### src/rtl/eth_ram_writer_pkg.sv
// Shared definitions for the Ethernet receive-to-RAM writer.
package eth_ram_writer_pkg;
  localparam int ADDR_W_DEF     = 13;
  localparam int DATA_W_DEF     = 16;
  localparam int BANK_WORDS_DEF = 4096;
  localparam int DROP_W         = 16;

  typedef enum logic [1:0] {
    ST_IDLE      = 2'd0,
    ST_FILL      = 2'd1,
    ST_WAIT_BANK = 2'd2
  } wr_state_e;
endpackage

### src/rtl/eth_byte_packer.sv
// Packs accepted bytes big-endian into 16-bit words; a packet ending on a
// high byte is padded with 8'h00 in the low byte.
module eth_byte_packer (
  input  logic        wr_clk,
  input  logic        tb_wr_rst,
  input  logic        acc_i,
  input  logic [7:0]  data_i,
  input  logic        last_i,
  output logic        word_vld_o,
  output logic [15:0] word_o
);
  logic       hi_phase_q, hi_phase_d;  // 1: next accepted byte is the high byte
  logic [7:0] hi_q, hi_d;

  // Byte-phase tracking and word assembly
  always_comb begin
    hi_phase_d = hi_phase_q;
    hi_d       = hi_q;
    word_vld_o = 1'b0;
    word_o     = {hi_q, data_i};
    if (acc_i) begin
      if (hi_phase_q) begin
        if (last_i) begin
          word_vld_o = 1'b1;
          word_o     = {data_i, 8'h00};
        end else begin
          hi_d       = data_i;
          hi_phase_d = 1'b0;
        end
      end else begin
        word_vld_o = 1'b1;
        hi_phase_d = 1'b1;
      end
    end
  end

  // Pending high byte is held indefinitely while no byte is accepted
  always_ff @(posedge wr_clk or posedge tb_wr_rst) begin
    if (tb_wr_rst) begin
      hi_phase_q <= 1'b1;
      hi_q       <= '0;
    end else begin
      hi_phase_q <= hi_phase_d;
      hi_q       <= hi_d;
    end
  end
endmodule

### src/rtl/eth_ram_writer.sv
// Writes the Ethernet byte stream into a ping-pong RAM, one bank per
// BANK_WORDS words; stalls the source when the next bank is still owned by
// the reader.
module eth_ram_writer
  import eth_ram_writer_pkg::*;
#(
  parameter int ADDR_W     = ADDR_W_DEF,
  parameter int DATA_W     = DATA_W_DEF,
  parameter int BANK_WORDS = BANK_WORDS_DEF
) (
  input  logic              wr_clk,
  input  logic              tb_wr_rst,
  input  logic [7:0]        s_data,
  input  logic              s_valid,
  input  logic              s_last,
  output logic              s_ready,
  input  logic [1:0]        bank_release,
  output logic              ram_wr_en,
  output logic [ADDR_W-1:0] ram_wr_addr,
  output logic [DATA_W-1:0] ram_wr_data,
  output logic [1:0]        bank_full,
  output logic [DROP_W-1:0] drop_cnt
);
  localparam int WA_W = ADDR_W - 1;

  wr_state_e         state_q, state_d;
  logic              cur_q, cur_d;
  logic [WA_W-1:0]   waddr_q, waddr_d;
  logic [1:0]        full_q, full_d;
  logic [DROP_W-1:0] drop_q;
  logic              wen_q;
  logic [ADDR_W-1:0] addr_q;
  logic [DATA_W-1:0] data_q;
  logic              bubble_q;   // cycle in which the bank's final word is on the RAM port
  logic              acc, word_vld, bank_end;
  logic [15:0]       word;

  assign s_ready = (state_q == ST_FILL) & ~bubble_q;
  assign acc     = s_valid & s_ready;

  eth_byte_packer u_packer (
    .wr_clk     (wr_clk),
    .tb_wr_rst  (tb_wr_rst),
    .acc_i      (acc),
    .data_i     (s_data),
    .last_i     (s_last),
    .word_vld_o (word_vld),
    .word_o     (word)
  );

  assign bank_end = word_vld && (waddr_q == WA_W'(BANK_WORDS - 1));

  // Bank bookkeeping and FSM next state; a set of bank_full beats a release
  always_comb begin
    state_d = state_q;
    cur_d   = cur_q;
    waddr_d = waddr_q;
    full_d  = full_q & ~bank_release;
    if (word_vld) waddr_d = waddr_q + 1'b1;
    if (bank_end) begin
      full_d[cur_q] = 1'b1;
      cur_d         = ~cur_q;
      waddr_d       = '0;
    end
    case (state_q)
      ST_IDLE:      state_d = ST_FILL;
      ST_FILL:      if (bank_end && full_d[~cur_q]) state_d = ST_WAIT_BANK;
      ST_WAIT_BANK: if (bank_release[cur_q]) state_d = ST_FILL;
      default:      state_d = ST_IDLE;
    endcase
  end

  // State, RAM port registers and the saturating drop counter
  always_ff @(posedge wr_clk or posedge tb_wr_rst) begin
    if (tb_wr_rst) begin
      state_q  <= ST_IDLE;
      cur_q    <= 1'b0;
      waddr_q  <= '0;
      full_q   <= '0;
      drop_q   <= '0;
      wen_q    <= 1'b0;
      addr_q   <= '0;
      data_q   <= '0;
      bubble_q <= 1'b0;
    end else begin
      state_q  <= state_d;
      cur_q    <= cur_d;
      waddr_q  <= waddr_d;
      full_q   <= full_d;
      wen_q    <= word_vld;
      bubble_q <= bank_end;
      if (word_vld) begin
        addr_q <= {cur_q, waddr_q};
        data_q <= DATA_W'(word);
      end
      if (s_valid && !s_ready && !(&drop_q)) drop_q <= drop_q + 1'b1;
    end
  end

  assign ram_wr_en   = wen_q;
  assign ram_wr_addr = addr_q;
  assign ram_wr_data = data_q;
  assign bank_full   = full_q;
  assign drop_cnt    = drop_q;
endmodule

### config.mk
export PLATFORM = sky130hd
export DESIGN_NAME = eth_ram_writer
export DESIGN_NICKNAME = d
export VERILOG_FILES = /design/src/rtl/eth_ram_writer_pkg.sv /design/src/rtl/eth_byte_packer.sv /design/src/rtl/eth_ram_writer.sv
export SDC_FILE = /design/constraint.sdc
export NUM_CORES = 1
export LEC_CHECK = 0
export BUFFER_PORTS_ARGS = -buffer_cell sky130_fd_sc_hd__buf_2
export CAP_MARGIN = 20
export CORE_MARGIN = 5
export CORE_UTILIZATION = 40
export CTS_BUF_LIST = sky130_fd_sc_hd__clkbuf_4
export DETAILED_ROUTE_END_ITERATION = 10
export PLACE_DENSITY_LB_ADDON = 0.08
export SYNTH_ARGS = -nofsm -noshare
export SYNTH_HDL_FRONTEND = slang
export SYNTH_HIERARCHICAL = 1
export SYNTH_SLANG_ARGS = --single-unit
### constraint.sdc
create_clock -name wr_clk -period 2.3 [get_ports wr_clk]
set_input_delay 0.23 -clock wr_clk [delete_from_list [all_inputs] [get_ports wr_clk]]
set_output_delay 0.23 -clock wr_clk [all_outputs]
set_load 0.03 [all_outputs]
==> impl_metrics.toml <==
[critical_path]
slowest_delay_ps = 430
worstPathMaxFanout = 9
worstSetupPathType = "flop to flop"
cp-start-kind = "flop"
critPathLaunch = "state_q[1]$_DFFE_PP0P_"
r2r_start = "state_q[1]$_DFFE_PP0P_"
crit_chain = "or3b_4, inv_4, and2_2, a21boi_4, nand2_2, nor4_4, buf_4, nand4b_1, o21ai_0"
critPathArrivalTime_ps = 2480
cp_slowest_cell = "or3b_4"
required_ps = 2630
end_kind = "flop"

[detailed_routing]
drt-vias-per-instance = 5.168
ant_nets = 0
first_iter_violations = 55
via_count = 2310
drcViolationCount = 0
drt-total-wl_mm = 6.606
drt-wirelength-per-cell_um = 14.78
first_pass_iters = 4

[synth]
synthAdderAreaFrac_pct = 0.7502
synth_compound_area_share_pct = 3.376
yosysWarnings = 6
yosysUniqueCellTypes = 45
async_flop_share_pct = 100.0
synth-xor-area-share_pct = 4.726
ys_seq_elements = 73
synthCells = 262
avgSynthCellArea_sq_um = 12.73
synthSimpleGateAreaFrac_pct = 16.35
yosysSeqAreaShare_pct = 54.80
syn_area_sq_mm = 0.003336
synth_nets = 278
synthFlopType = "dfrtp_1"
synthMuxAreaShare_pct = 18.15
synth_top_family_by_area = "multiplexers"
synth_enable_flop_cells = 0

[clock_tree]
cts_tree = "built"
clkSinkCount = 73
cts.clk_slew.worst_paths_ps = 120
htree_levels = 3
clock_path_buffers = 2
cts-root-buf = "clkbuf_4"
cts_buffers = 9
clkLatencyLatePin_ps = 410

[sta]
finalHoldViolCount = 0
fin_hold_ws_ps = 70.40
tightestPinTransition_ps = 343.2
relSlewSlack_pct = 77.09
fmax_mhz = 465.2
period_minus_slack_ps = 2150
setup_viol = 0
rsz0062_at_grt = "false"
setup_ws_ps = 150.4
tns_ps = 0
slew_violations = 0
min_period_over_period_pct = 93.46
finalClockSkew_ps = 8.998

[place]
place.gp.congestion = 0.7177
dp_hpwl_mm = 4.664
place_ws_ps = 124.3
io_buffers = 62

[pwr]
p_int_mw = 2.123
netSwitchingFraction_pct = 33.48
seq_power_share_pct = 51.8
clockPowerShare_pct = 23.9
powerDensity_mw_per_mm2 = 802.9
ir_worst_vdd_mv = 0.4192
p_switching_mw = 1.068
combinationalPowerShare_pct = 24.3
p_leak_nw = 1.908

[final_layout]
drive_gt1_share_pct = 45.91
num_antenna_cells = 0
fin_nets = 354
synthToLayoutAreaGrowth_pct = 19.13

[die]
core_area_sq_mm = 0.008175
io_pins = 63
initial_utilization_pct = 40.80
fp.dieH_um = 101.3
die_w_um = 101.3
rows = 33
die_area_sq_mm = 0.01027

[global_routing]
grt_pass1_wl_mm = 11.31
grt_remaining_overflow = 0
first_global_vias = 2301
grt_usage_pct = 14.02
grt_max_degree = 65
antenna_found_initial = 0

[min_path]
hold_class = "input port to flop"
min_from = "s_data[0]"

[status]
outcome = "completed"

[run]
drv_cap = 0
## registers in the layout, summed over array words and instances, names as in the netlist
name	cells
ram_wr_data	16
ram_wr_en	1
ram_wr_addr	13
cur_q	1
bubble_q	1
drop_cnt	16
waddr_q	12
u_packer/hi_phase_q	1
u_packer/hi_q	8
state_q	2
bank_full	2
## layer usage
metal | share of wire, % | wire, um | GRT usage (%) | vias up
li1 | - | - | - | 1097
met1 | 46 | 3061 | 18.49 | 1155
met2 | 47 | 3085 | 21.98 | 50
met3 | 5.3 | 349 | 3.788 | 8
met4 | 1.7 | 110 | 5.521 | 0
met5 | 0 | 0 | 0 | -
## final timing paths
check	to	slack, ps	cells after the start
worst max-delay path	state_q[1]$_DFFE_PP0P_	150	9
worst min-delay path	u_packer/hi_q[0]$_DFFE_PP0P_	70	2
worst max register to register	state_q[1]$_DFFE_PP0P_	150	9
worst min register to register	u_packer/hi_q[7]$_DFFE_PP0P_	510	1
max in group asynchronous	drop_cnt[14]$_DFFE_PP0P_	1600	4
min in group asynchronous	u_packer/hi_q[0]$_DFFE_PP0P_	320	3
## cell type report
cell class,instances,area [sq um]
fillers,751,4202
flip-flops and latches,73,1828
multi-input cells,175,1463
repair buffers,70,387.9
well taps,105,131.4
clock buffers,9,67.56
clock inverters,6,60.06
inverters,9,36.28
## critical path, delay by kind of cell, from the launching register on
kind            cells  cell delay, ps
compound gates      2             320
buf+inv             2             280
flops               1             420
simple gates        5            1060
## cell families (layout without fill, tap and decap cells)
| family | after synthesis | in the layout |
|---|---|---|
| flip-flops | 73 | 73 |
| multiplexers | 53 | 53 |
| adder cells (fa/ha/maj) | 2 | 2 |
| XOR/XNOR | 18 | 18 |
| AO/OA/AOI/OAI | 18 | 18 |
| buffers and inverters | 14 | 94 |
| AND/OR/NAND/NOR | 84 | 84 |
## synth_stat cells (all sizes together), types with 3 or more instances
cell type / number / share of area, %
nor2: 10 / 1.1
xnor2: 6 / 1.6
xor2: 12 / 3.2
and3: 4 / 0.79
nand2: 15 / 1.7
o21ai: 8 / 1.2
buf: 5 / 0.83
and2: 9 / 2.0
nand4: 11 / 2.5
mux2: 51 / 18
inv: 9 / 1.0
dfrtp: 72 / 54
nand3: 10 / 1.9
and4: 3 / 0.79
nor4: 3 / 1.7
nor3: 9 / 1.5
nand2b: 3 / 0.56
## what timing repair did
item | 4_1_cts | 5_1_grt
resized for setup | 0 | 0
setup endpoints to repair | 0 | 2
buffers inserted | 0 | 1
endpoints found under the hold margin | 73 | 0
hold buffers | 2 | 0
## power by group through the flow
stage / Clock (mW) / Combinational [mW] / Sequential [mW]
global placement: 0 / 0.777 / 1.68
finish: 0.762 / 0.776 / 1.65
detailed placement: 0 / 0.785 / 1.68
CTS: 0.805 / 0.788 / 1.66
global route: 0.858 / 0.845 / 1.69
floorplan: 0 / 0.323 / 1.89
## layout by cell type (no fill, tap or decap), types with 5 or more instances in the layout
cell,Yosys,routed
nand3_1,9,9
nor3_1,8,8
nand2_1,15,14
mux2_2,48,48
nor2_1,10,10
buf_4,0,5
and2_2,9,9
nand4_1,10,10
inv_1,8,7
clkbuf_4,0,9
xnor2_1,6,6
dfrtp_1,72,72
buf_2,1,62
xor2_1,12,12
o21ai_0,7,7
## per-stage QoR
step | instances | total power [mW] | utilization, % | cell area (sq um)
floorplan | 262 | 2.217 | - | 3349
global placement | 429 | 2.453 | 46.71 | 3819
detailed placement | 429 | 2.465 | 46.71 | 3819
CTS | 446 | 3.249 | 48.52 | 3966
global route | 447 | 3.388 | 48.61 | 3974
finish | 447 | 3.191 | 48.61 | 3974
(Power assumes the default switching activity.)
